<file path="src/rtl/ws2812b_driver_if.sv">
`default_nettype none
// ============================================================================
//  Module   : ws2812b_driver_if
//  Purpose  : Bus between the rotary/push controller and the WS2812B
//             serialiser. The controller side drives the LED mask, intensity
//             and enable; the serialiser side drives the data line and status.
//  Signals  : led_mask    [NUM_LEDS] bit i=1 -> LED i lit
//             intensity   [8]        channel value applied to lit LEDs
//             enable      [1]        1: frames are allowed to start
//             dout        [1]        WS2812B data line (registered)
//             busy        [1]        high while bit cells are being sent
//             frame_start [1]        one-cycle pulse in the LOAD cycle
//  Revision : 1.0 - initial release
// ============================================================================
interface ws2812b_driver_if #(
    parameter int NUM_LEDS = 12
);
    logic [NUM_LEDS-1:0] led_mask;
    logic [7:0]          intensity;
    logic                enable;
    logic                dout;
    logic                busy;
    logic                frame_start;

    modport master (
        output led_mask,
        output intensity,
        output enable,
        input  dout,
        input  busy,
        input  frame_start
    );

    modport slave (
        input  led_mask,
        input  intensity,
        input  enable,
        output dout,
        output busy,
        output frame_start
    );
endinterface
`default_nettype wire

</file>
<file path="src/rtl/ws2812b_driver.sv">
`default_nettype none
// ============================================================================
//  Module   : ws2812b_driver
//  Purpose  : Continuous WS2812B frame generator. Each frame is a low reset
//             gap, a one-cycle input snapshot (LOAD), then NUM_LEDS x 24 bit
//             cells in GRB order, MSB first, LED 0 first.
//  Ports    : clk  - system clock (40 MHz)
//             res  - asynchronous active-high reset
//             bus  - ws2812b_driver_if.slave (led_mask, intensity, enable in;
//                    dout, busy, frame_start out)
//  Revision : 1.0 - initial release
// ============================================================================
module ws2812b_driver #(
    parameter int         NUM_LEDS = 12,
    parameter int         T_BIT    = 50,
    parameter int         T0H      = 16,
    parameter int         T1H      = 32,
    parameter int         T_RESET  = 2400,
    parameter logic [2:0] CH_EN    = 3'b111
) (
    input  wire logic       clk,
    input  wire logic       res,
    ws2812b_driver_if.slave bus
);

    localparam int CW = $clog2(T_BIT);
    localparam int GW = $clog2(T_RESET + 1);
    localparam int LW = (NUM_LEDS > 1) ? $clog2(NUM_LEDS) : 1;

    localparam logic [1:0] c_ST_GAP  = 2'd0;
    localparam logic [1:0] c_ST_LOAD = 2'd1;
    localparam logic [1:0] c_ST_SEND = 2'd2;

    localparam logic [CW-1:0] c_CELL_LAST = CW'(T_BIT - 1);
    localparam logic [CW-1:0] c_T0H_LAST  = CW'(T0H - 1);
    localparam logic [CW-1:0] c_T1H_LAST  = CW'(T1H - 1);
    localparam logic [GW-1:0] c_GAP_LAST  = GW'(T_RESET - 1);
    localparam logic [LW-1:0] c_LED_LAST  = LW'(NUM_LEDS - 1);
    localparam logic [4:0]    c_BIT_LAST  = 5'd23;

    generate
        if (!(T0H > 0 && T1H > T0H && T_BIT > T1H)) begin : g_chk_timing
            $error("ws2812b_driver: require 0 < T0H < T1H < T_BIT");
        end
        if (NUM_LEDS < 1) begin : g_chk_leds
            $error("ws2812b_driver: NUM_LEDS must be at least 1");
        end
        if (T_RESET < 1) begin : g_chk_gap
            $error("ws2812b_driver: T_RESET must be at least 1");
        end
    endgenerate

    logic [1:0]          r_state;
    logic [1:0]          w_state_nx;
    logic [GW-1:0]       r_gap_cnt;
    logic [CW-1:0]       r_cell_cnt;
    logic [4:0]          r_bit_idx;
    logic [LW-1:0]       r_led_idx;
    logic [NUM_LEDS-1:0] r_mask;
    logic [7:0]          r_int;
    logic                r_dout;
    logic                r_busy;
    logic                r_frame_start;

    logic                w_cell_end;
    logic                w_last_cell;
    logic                w_bit_val;
    logic [CW-1:0]       w_high_last;
    logic                w_dout_d;
    logic                w_busy_d;
    logic                w_frame_start_d;

    assign w_cell_end  = (r_cell_cnt == c_CELL_LAST);
    assign w_last_cell = (r_bit_idx == c_BIT_LAST) && (r_led_idx == c_LED_LAST);

    // Bit currently on the wire, taken straight from the snapshot.
    // bit_idx[4:3] selects the channel (0=G, 1=R, 2=B); CH_EN is packed {G,R,B}
    // so channel ch lives at CH_EN[2-ch]. bit_idx[2:0] walks the byte MSB first.
    assign w_bit_val = r_mask[r_led_idx]
                     & CH_EN[2'd2 - r_bit_idx[4:3]]
                     & r_int[3'd7 - r_bit_idx[2:0]];

    assign w_high_last = w_bit_val ? c_T1H_LAST : c_T0H_LAST;

    // ------------------------------------------------------------------
    // State register and registered outputs
    // ------------------------------------------------------------------
    always_ff @(posedge clk or posedge res) begin
        if (res) begin
            r_state       <= c_ST_GAP;
            r_dout        <= 1'b0;
            r_busy        <= 1'b0;
            r_frame_start <= 1'b0;
        end else begin
            r_state       <= w_state_nx;
            r_dout        <= w_dout_d;
            r_busy        <= w_busy_d;
            r_frame_start <= w_frame_start_d;
        end
    end

    // ------------------------------------------------------------------
    // Next-state logic
    // ------------------------------------------------------------------
    always_comb begin
        w_state_nx = r_state;
        case (r_state)
            c_ST_GAP: begin
                if ((r_gap_cnt == c_GAP_LAST) && bus.enable) begin
                    w_state_nx = c_ST_LOAD;
                end
            end
            c_ST_LOAD: begin
                w_state_nx = c_ST_SEND;
            end
            c_ST_SEND: begin
                if (w_cell_end && w_last_cell) begin
                    w_state_nx = c_ST_GAP;
                end
            end
            default: begin
                w_state_nx = c_ST_GAP;
            end
        endcase
    end

    // ------------------------------------------------------------------
    // Output logic: computes the value each output takes in the next cycle
    // so the registered outputs line up with the state they describe.
    // Every cell starts high; it drops after the high time of the bit.
    // ------------------------------------------------------------------
    always_comb begin
        w_dout_d        = 1'b0;
        w_busy_d        = (w_state_nx == c_ST_SEND);
        w_frame_start_d = (w_state_nx == c_ST_LOAD);
        if (w_state_nx == c_ST_SEND) begin
            if ((r_state != c_ST_SEND) || w_cell_end) begin
                w_dout_d = 1'b1;
            end else if (r_cell_cnt == w_high_last) begin
                w_dout_d = 1'b0;
            end else begin
                w_dout_d = r_dout;
            end
        end
    end

    // ------------------------------------------------------------------
    // Gap / cell / bit / LED counters and input snapshot
    // ------------------------------------------------------------------
    always_ff @(posedge clk or posedge res) begin
        if (res) begin
            r_gap_cnt  <= '0;
            r_cell_cnt <= '0;
            r_bit_idx  <= '0;
            r_led_idx  <= '0;
            r_mask     <= '0;
            r_int      <= '0;
        end else begin
            // Gap counter is held at zero outside GAP, so every gap is a full
            // T_RESET cycles; it saturates once the gap is complete.
            if (r_state == c_ST_GAP) begin
                if (r_gap_cnt != c_GAP_LAST) begin
                    r_gap_cnt <= r_gap_cnt + GW'(1);
                end
            end else begin
                r_gap_cnt <= '0;
            end

            if (r_state == c_ST_LOAD) begin
                r_mask     <= bus.led_mask;
                r_int      <= bus.intensity;
                r_cell_cnt <= '0;
                r_bit_idx  <= '0;
                r_led_idx  <= '0;
            end else if (r_state == c_ST_SEND) begin
                if (w_cell_end) begin
                    r_cell_cnt <= '0;
                    if (r_bit_idx == c_BIT_LAST) begin
                        r_bit_idx <= '0;
                        if (r_led_idx == c_LED_LAST) begin
                            r_led_idx <= '0;
                        end else begin
                            r_led_idx <= r_led_idx + LW'(1);
                        end
                    end else begin
                        r_bit_idx <= r_bit_idx + 5'd1;
                    end
                end else begin
                    r_cell_cnt <= r_cell_cnt + CW'(1);
                end
            end
        end
    end

    assign bus.dout        = r_dout;
    assign bus.busy        = r_busy;
    assign bus.frame_start = r_frame_start;

endmodule
`default_nettype wire

</file>
<file path="src/flat_wrapper.sv">
// flat-port wrapper written by rule: the top's interface ports become plain ports
module ws2812b_driver_flat 
#(
    parameter int         NUM_LEDS = 12,
    parameter int         T_BIT    = 50,
    parameter int         T0H      = 16,
    parameter int         T1H      = 32,
    parameter int         T_RESET  = 2400,
    parameter logic [2:0] CH_EN    = 3'b111
)
  (clk, res, bus_led_mask, bus_intensity, bus_enable, bus_dout, bus_busy, bus_frame_start);
  ws2812b_driver_if #(.NUM_LEDS(NUM_LEDS)) bus_i ();
  input  wire logic clk;
  input  wire logic res;
  input wire logic [$bits(bus_i.led_mask)-1:0] bus_led_mask;
  input wire logic [$bits(bus_i.intensity)-1:0] bus_intensity;
  input wire logic [$bits(bus_i.enable)-1:0] bus_enable;
  output wire logic [$bits(bus_i.dout)-1:0] bus_dout;
  output wire logic [$bits(bus_i.busy)-1:0] bus_busy;
  output wire logic [$bits(bus_i.frame_start)-1:0] bus_frame_start;
  assign bus_i.led_mask = bus_led_mask;
  assign bus_i.intensity = bus_intensity;
  assign bus_i.enable = bus_enable;
  assign bus_dout = bus_i.dout;
  assign bus_busy = bus_i.busy;
  assign bus_frame_start = bus_i.frame_start;
  ws2812b_driver #(.NUM_LEDS(NUM_LEDS), .T_BIT(T_BIT), .T0H(T0H), .T1H(T1H), .T_RESET(T_RESET), .CH_EN(CH_EN)) u_core (.clk(clk), .res(res), .bus(bus_i));
endmodule
</file>
<file path="config.mk">
export PLATFORM = sky130hd
export DESIGN_NAME = ws2812b_driver_flat
export DESIGN_NICKNAME = d
export VERILOG_FILES = /design/src/rtl/ws2812b_driver_if.sv /design/src/rtl/ws2812b_driver.sv /design/src/flat_wrapper.sv
export SDC_FILE = /design/constraint.sdc
export NUM_CORES = 1
export LEC_CHECK = 0
export ABC_AREA = 1
export CELL_PAD_IN_SITES_DETAIL_PLACEMENT = 0
export CELL_PAD_IN_SITES_GLOBAL_PLACEMENT = 2
export CORE_ASPECT_RATIO = 1.75
export CORE_MARGIN = 2
export CORE_UTILIZATION = 36
export CTS_CLUSTER_SIZE = 28
export DETAILED_ROUTE_END_ITERATION = 10
export GPL_ROUTABILITY_DRIVEN = 0
export HOLD_SLACK_MARGIN = 0.06
export PLACE_DENSITY = 0.91
export SLEW_MARGIN = 15
export SYNTH_ARGS = -nofsm -noshare
export SYNTH_HDL_FRONTEND = slang
export SYNTH_SLANG_ARGS = --single-unit
</file>
<file path="constraint.sdc">
create_clock -name clk -period 2.9 [get_ports clk]
set_input_delay 0.58 -clock clk [delete_from_list [all_inputs] [get_ports clk]]
set_output_delay 0.58 -clock clk [all_outputs]
set_load 0.05 [all_outputs]
</file>
==> metrics list, run 1 <==
- The HPWL after detailed placement is 4.49 mm.
- Cell accounting for the most synthesized area: dfrtp_1
- Number of enable flip-flop cells after synthesis: 0
- Critical path start-end classification: reg -> out
* Peak per-stage delay on the critical path: 810 ps
* Synth top area cells: dfrtp_1, nand2_1, inv_1, nand3_1, o21ai_0
- For this run the aggregate overflow at the end of global routing stands at 0.
- Register area share after synthesis: 48.4%
* Area share of the leading cell type in the synthesized netlist: 48.4%
* WP data arrival: 1490 ps
- Post-cts gate resize count: 0
- Vias per cell: 4.86
- Global routing consumed, on the met1 layer, 15.2% of the routing resources.
- Counting flops with an async set or reset pin after synthesis yields a share of 100%.
- Counting flops and latches in the post-synthesis netlist gives 52.
* Post-route total power: 1420 uW
- The count of buffers added on input and output ports is 25.
* Clk_lat worst skew: 300 ps
- Walking the worst path, the cells encountered are clkdlybuf4s50_1.
* Cell Rows: 41
- H-Tree Level Count: 2
- TNS Setup: 0 ps
- Total clock buffers created by CTS: 5
- Number of buffers and inverters on the critical path: 1
- Routing usage on met3: 2.56%
- Worst Max-Slew Pin Slew: 488 ps
* Post-layout minimum cycle time: 2070 ps
* Main combinational cell family by area after synthesis: simple AND/OR/NAND/NOR gates
- Area added between synthesis and finish: 19.0%
- Summing every instance area after synthesis gives 2690 um^2.
- Final Max Tran Viols: 0
* Clock Tree Buf Depth: 2
- The synthesized netlist devotes 4.19% of its cell area to adder and majority cells.
* Count of buffers added by post-CTS timing repair for setup: 0
- Pin count of the biggest net entering global routing: 53
- Cell type group with the largest total delay on the critical path: buffers and inverters
- Maxcap violations: 0
* Share of final-layout standard cells stronger than drive strength 1: 5.21%
- Power per cell area: 444 nW/um^2
- Share of synthesized cell area in and, or, nand and nor gates: 27.7%
- The number of antenna diodes in the final layout is 0.
- Each instance of the synthesized netlist takes up on average 8.00 um^2.
- Initial Util: 37.2%
- Counting every sink on the clock net gives 52.
* Hold violation count in the final report: 0
- Final worst path period share: 71.3%
- Max-slew headroom at the worst pin: 67.3%
* Worst Setup Start Kind: register
- Required time of the critical path: 2320 ps
- Core area: 7230 um^2
- The initial antenna violation count is 0.
* Total Die Area: 8200 um^2
* First-pass GRT wire length: 10.1 mm
- Max Freq: 484 MHz
* Static Leakage: 0.00150 uW
* Average detailed-routed wire length per instance: 13.2 um
- Global routing usage summed across all routing layers: 15.6%
* Boundary pin count: 26
- For this run, design rule violations remaining after detail routing come to 0.
- Number of warnings issued by yosys: 0
- The detail route stage leaves a number of antenna-violating nets equal to 0.
* Total number of vias: 2194
- Counting the fill cells in the layout gives 719.
* Die Wd: 69.3 um
- The final layout contains routed wiring with a total length of 5.94 mm.
- In this run the most used layer during global routing was met2.
- Count of nets after finishing: 396
* Post-synth net total: 368
- Share of the synthesized area in compound gates (AO/OA/AOI/OAI): 9.82%
- Count of unique library cells instantiated by Yosys: 32
- Synthesis produced 336 cells.
- Final setup violation count: 0
- TritonCTS built the clock tree.
* Most common flop cell mapped by yosys: dfrtp_1
- In this run the worst hold path is classified as reg -> reg.
* Initial DRC count: 80
- The die is 118 um tall.
- Biggest fanout along the worst timing path: 2
- After clock tree synthesis, the clock-pin slew on the worst setup and hold paths is 70 ps.
- RSZ-0062 raised after global routing: false
* Peak supply drop: 345 uV
- Among all stages on the critical path, the largest delay is contributed by clkdlybuf4s50_1.
- Met2 track demand over resource: 30.9%
- The synthesized netlist devotes 0.978% of its cell area to XOR and XNOR gates.
* Fraction of synthesized area in multiplexers: 0%
* CP Capture Type: output port
* Iteration count of the initial detailed-routing pass: 4
- The number of global-route vias before repair came to 2245.
- On the final layout, the worst clock skew is 6.47 ps.
* Result of the run: finished, final reports clean
- CTS Root Buffer Type: clkbuf_16
- For this design, the CTS-stage hold fixing added 0 buffers.
[worst register-to-register path: cells and delay by family, from the launching register on]
| kind | cells | cell delay, ps |
|---|---|---|
| fa+ha+maj | 1 | 310 |
| compound gates | 1 | 120 |
| flops | 1 | 440 |
| simple gates | 3 | 340 |
| buf+inv | 3 | 510 |
[power by group]
group	switching, uW	internal (uW)	total [uW]	leakage [uW]
clock network	281	322	603	0.0000660
registers	5.06	739	744	0.000659
logic	35.9	38.5	74.4	0.000776
total	322	1100	1420	0.00150
[flip-flops by register name (all words and copies together) (netlist names)]
| signal | flops |
|---|---|
| u_core.bus.frame_start | 1 |
| u_core.bus.busy | 1 |
| u_core.r_state | 2 |
| u_core.r_bit_idx | 5 |
| u_core.r_int | 8 |
| u_core.r_cell_cnt | 6 |
| u_core.r_led_idx | 4 |
| u_core.bus.dout | 1 |
| u_core.r_gap_cnt | 12 |
| u_core.r_mask | 12 |
[layer usage]
metal / vias up / share of wire, %
li1: 1138 / -
met1: 1015 / 38
met2: 30 / 58
met3: 11 / 2.4
met4: 0 / 2.5
met5: - / 0
[synth_stat cells, drive strengths merged, types with 5 or more instances]
library cell	number
a21oi	12
ha	9
nand4	5
dfrtp	52
clkbuf	5
o21ai	28
inv	56
nand3	36
nor2	21
nand2	80
nor3	14
[worst paths after layout]
path                                   startpoint           endpoint  slack [ps]  depth (start not counted)
worst max register to register  u_core.r_state[1]    u_core.bus.dout        1120                          8
max in group asynchronous                     res  u_core.r_mask[11]        2020                          3
worst min-delay path              u_core.r_int[1]    u_core.r_int[1]         470                          2
min in group asynchronous                     res    u_core.r_int[5]         630                          3
worst min register to register    u_core.r_int[1]    u_core.r_int[1]         470                          2
worst max-delay path              u_core.bus.dout           bus_dout         830                          1
[cells by family (layout without fill, tap and decap cells)]
family | after synthesis | in the layout
flops | 52 | 52
compound gates | 47 | 47
xor+xnor | 3 | 3
buf+inv | 63 | 92
fa+ha+maj | 9 | 9
simple gates | 162 | 162
[area by class of cell]
type                    instances  area, um^2  area share (%)
flip-flops and latches         52        1300            40.7
multi-input cells             221        1150            35.9
repair buffers                 27         278            8.69
inverters                      57         214            6.69
clock buffers                   5         125            3.91
well taps                      86         108            3.36
clock inverters                 3        23.8           0.743
[per-stage QoR]
step | hold slack [ps] | instances | instance area, um^2 | setup WS, ps | util, %
after detailed placement | 462 | 443 | 3050 | 1130 | 42.2
after CTS | 480 | 451 | 3200 | 821 | 44.2
after floorplan | 442 | 336 | 2690 | 1060 | -
after global placement | 455 | 443 | 3050 | 1140 | 42.2
final | 473 | 451 | 3200 | 833 | 44.2
after global routing | 506 | 451 | 3200 | 794 | 44.2
[cell usage in the layout, fill, tap and decap left out, types with 2 or more instances in the layout]
master,instances
dfrtp_1,52
nand2_1,80
nor2_1,20
clkdlybuf4s50_1,25
xor2_1,3
nor4_1,2
nor3_1,13
ha_1,9
a21oi_1,12
clkbuf_16,5
inv_2,2
clkinvlp_4,2
nand4_1,4
o21ai_0,27
inv_1,54
nand3_1,35
Power figures use the tool's default switching activity.
==> inputs of run 2 (changes only) <==
--- a/config.mk
+++ b/config.mk
@@ -10,12 +10,12 @@
 export CELL_PAD_IN_SITES_GLOBAL_PLACEMENT = 2
 export CORE_ASPECT_RATIO = 1.75
 export CORE_MARGIN = 2
-export CORE_UTILIZATION = 36
+export CORE_UTILIZATION = 34
 export CTS_CLUSTER_SIZE = 28
 export DETAILED_ROUTE_END_ITERATION = 10
 export GPL_ROUTABILITY_DRIVEN = 0
 export HOLD_SLACK_MARGIN = 0.06
-export PLACE_DENSITY = 0.91
+export PLACE_DENSITY = 0.87
 export SLEW_MARGIN = 15
 export SYNTH_ARGS = -nofsm -noshare
 export SYNTH_HDL_FRONTEND = slang
==> constraint.sdc (replaced) <==
create_clock -name clk -period 2.15 [get_ports clk]
set_input_delay 0.43 -clock clk [delete_from_list [all_inputs] [get_ports clk]]
set_output_delay 0.43 -clock clk [all_outputs]
set_load 0.05 [all_outputs]
==> run 2 against run 1 <==
  * Critical path depth unchanged
  * Non-clock buffer count grew 2
  * Critical endpoint unchanged
  * First-iteration DRC count unchanged
  * Sequential power grew 34%
  * Global-route usage fell by 0.50 points
==> metrics list, run 2 (synthesis gave the netlist of run 1 again) <==
- Result of the run: finished, final reports clean
* H-Tree Level Count: 2 (unchanged)
* Design area: 3230 um^2 (+1.1%)
* Required time of the critical path: 1720 ps (-600 ps)
- The number of post-CTS setup repair buffers is 0 (unchanged).
* DP Wirelength: 4.47 mm (-0.33%)
- Cell Rows: 42 (+2.4%)
* Total clock buffers created by CTS: 5 (unchanged)
- Pin count of the biggest net entering global routing: 53 (unchanged)
- The number of hold buffers added after CTS came to 0 (unchanged).
- The setup violation total in the final timing report came to 0 (unchanged).
- Biggest fanout along the worst timing path: 2 (unchanged)
- The worst setup path is of the reg -> out kind.
- The critical path goes through clkdlybuf4s50_1.
- Clk pwr share: 45.1% (+2.7 points)
* Number of diodes: 0 (unchanged)
- The max-slew violation count was 0 (unchanged).
- Most common cell after layout, fill and taps aside: nand2_1
- The length of the first detailed-routing pass in iterations is 4 (unchanged).
- The wire length of the first global-routing pass is 10.3 mm (+1.6%).
- Power per cell area: 622 nW/um^2 (+40%)
* Boundary pin count: 26 (unchanged)
- Area added between synthesis and finish: 20.3%
* Fraction of power spent switching nets: 20.6% (-2.1 points)
* CTS Root Buffer Type: clkbuf_16
- The worst setup path is captured at an output port.
- WP data arrival: 1500 ps (about the same)
* Post-route total power: 2010 uW (+41%)
* Die Wd: 71.2 um (+2.7%)
- The maximum clock path buffer count was 2 (unchanged).
- Setup repair after global routing left no endpoint under its margin.
- Peak per-stage delay on the critical path: 820 ps (about the same)
- The initial antenna violation count came to 0 (unchanged).
* Max-slew headroom at the worst pin: 66.8% (-0.58 points)
* Initial Util: 35.3% (-1.9 points)
* Number of buffers and inverters on the critical path: 1 (unchanged)
- Vias per cell: 4.88 (+0.34%)
* Portion of total power attributed to combinational logic: 5.0% (-0.2 points)
- Total Die Area: 8660 um^2 (+5.6%)
- The total number of nets in the final design came to 398 (+0.51%).
- The overall routing resource usage was 15.1% (-0.50 points).
* Share of final-layout standard cells stronger than drive strength 1: 5.72% (+0.52 points)
- The count of instances resized after the clock tree is built is 0 (unchanged).
* Layout Skew: 8.80 ps (+2.33 ps)
- The number of buffers added on ports is 25 (unchanged).
- In this run the worst hold path is classified as in -> async.
- Leading cell types in the layout, fill and taps excluded: nand2_1, inv_1, dfrtp_1
- Worst Setup Start Kind: register
* Total congestion overflow after global routing: 0 (unchanged)
- The leakage power figure was 0.00152 uW (+1.6%).
- The die span in y came to 122 um (+2.8%).
- Max Freq: 518 MHz
* TNS Setup: 0 ps (unchanged)
- TritonCTS built the clock tree.
* Core area: 7620 um^2 (+5.3%)
- Peak supply drop: 345 uV (-0.24%)
* Average detailed-routed wire length per instance: 12.9 um (-1.6%)
* Post-layout minimum cycle time: 1930 ps
* Cell internal power dissipation: 1600 uW (+45%)
- The max-cap check violation count was 0 (unchanged).
- Registers with the highest flip-flop counts: u_core.r_gap_cnt: 12 flops, u_core.r_mask: 12 flops, u_core.r_int: 8 flops
- The clock slew seen by the registers of the worst setup and hold paths came to 70 ps (about the same).
* Total clock sinks: 52 (unchanged)
- The total wire length came to 5.89 mm (-0.74%).
- Hold violation count in the final report: 0 (unchanged)
* Total number of vias: 2221 (+1.2%)
- Initial DRC count: 80 (unchanged)
- Placed Instance Area: 3070 um^2 (+0.57%)
* Slowest cell on crit path: clkdlybuf4s50_1
- The count of unresolved DRC violations after routing is 0 (unchanged).
* Share of power burned in registers: 49.9% (-2.5 points)
* Worst Max-Slew Pin Slew: 497 ps (+8.68 ps)
- The total of fill cells in the finished design came to 773 (+7.5%).
* Net Switching: 414 uW (+29%)
- Final worst path period share: 89.8%
- Cell type group with the largest total delay on the critical path: buffers and inverters
* Number of global-route vias before repair: 2268 (+1.0%)
* Number of routed nets with antenna violations: 0 (unchanged)
* Clk_lat worst skew: 300 ps (about the same)
==> run 2: worst paths after layout <==
| kind | to | slack, ps | depth (start not counted) | from |
|---|---|---|---|---|
| max | bus_dout | 220 | 1 | u_core.bus.dout |
| max in group asynchronous | u_core.r_mask[6] | 1400 | 3 | res |
| max reg2reg | u_core.r_led_idx[2] | 390 | 8 | u_core.r_bit_idx[0] |
| min reg2reg | u_core.r_int[3] | 480 | 2 | u_core.r_int[3] |
| min | u_core.r_cell_cnt[4] | 480 | 3 | res |
| min in group clk | u_core.r_int[3] | 480 | 2 | u_core.r_int[3] |
==> run 2: cell type report <==
class                           count  area, um^2  area share, %
Clock buffer                        5         125           3.87
Clock inverter                      3        42.5           1.32
Inverter                           57         214           6.62
Multi-Input combinational cell    221        1150           35.5
Sequential cell                    52        1300           40.2
Tap cell                           88         110           3.40
Timing Repair Buffer               29         293           9.05
==> run 2: worst min-delay path, cell delays in order <==
cell	delay, ps
clkdlybuf4s50_1	410
inv_2	70
buf_12	250
==> run 2: metrics by stage <==
stage | worst slack [ps] | cells | utilization, % | hold WS, ps
after floorplan | 462 | 336 | - | 442
after global placement | 415 | 447 | 40.2 | 455
after detailed placement | 403 | 447 | 40.2 | 460
after CTS | 200 | 455 | 42.4 | 478
after global routing | 193 | 455 | 42.4 | 512
final | 220 | 455 | 42.4 | 476
==> run 2: routing by layer <==
metal / share of wire, % / vias to the layer above / track usage (%)
li1: - / 1143 / -
met1: 39 / 1035 / 15.1
met2: 56 / 33 / 30.0
met3: 2.4 / 10 / 2.56
met4: 1.9 / 0 / 5.78
met5: 0 / - / 0
==> run 2: power by group through the flow <==
stage                     logic, uW  clock network, uW  registers, uW
after global placement          103                  0           1020
after detailed placement        104                  0           1020
after global routing            116                972           1010
after floorplan                40.0                  0           1020
after CTS                       104                940           1000
final                           100                907           1000
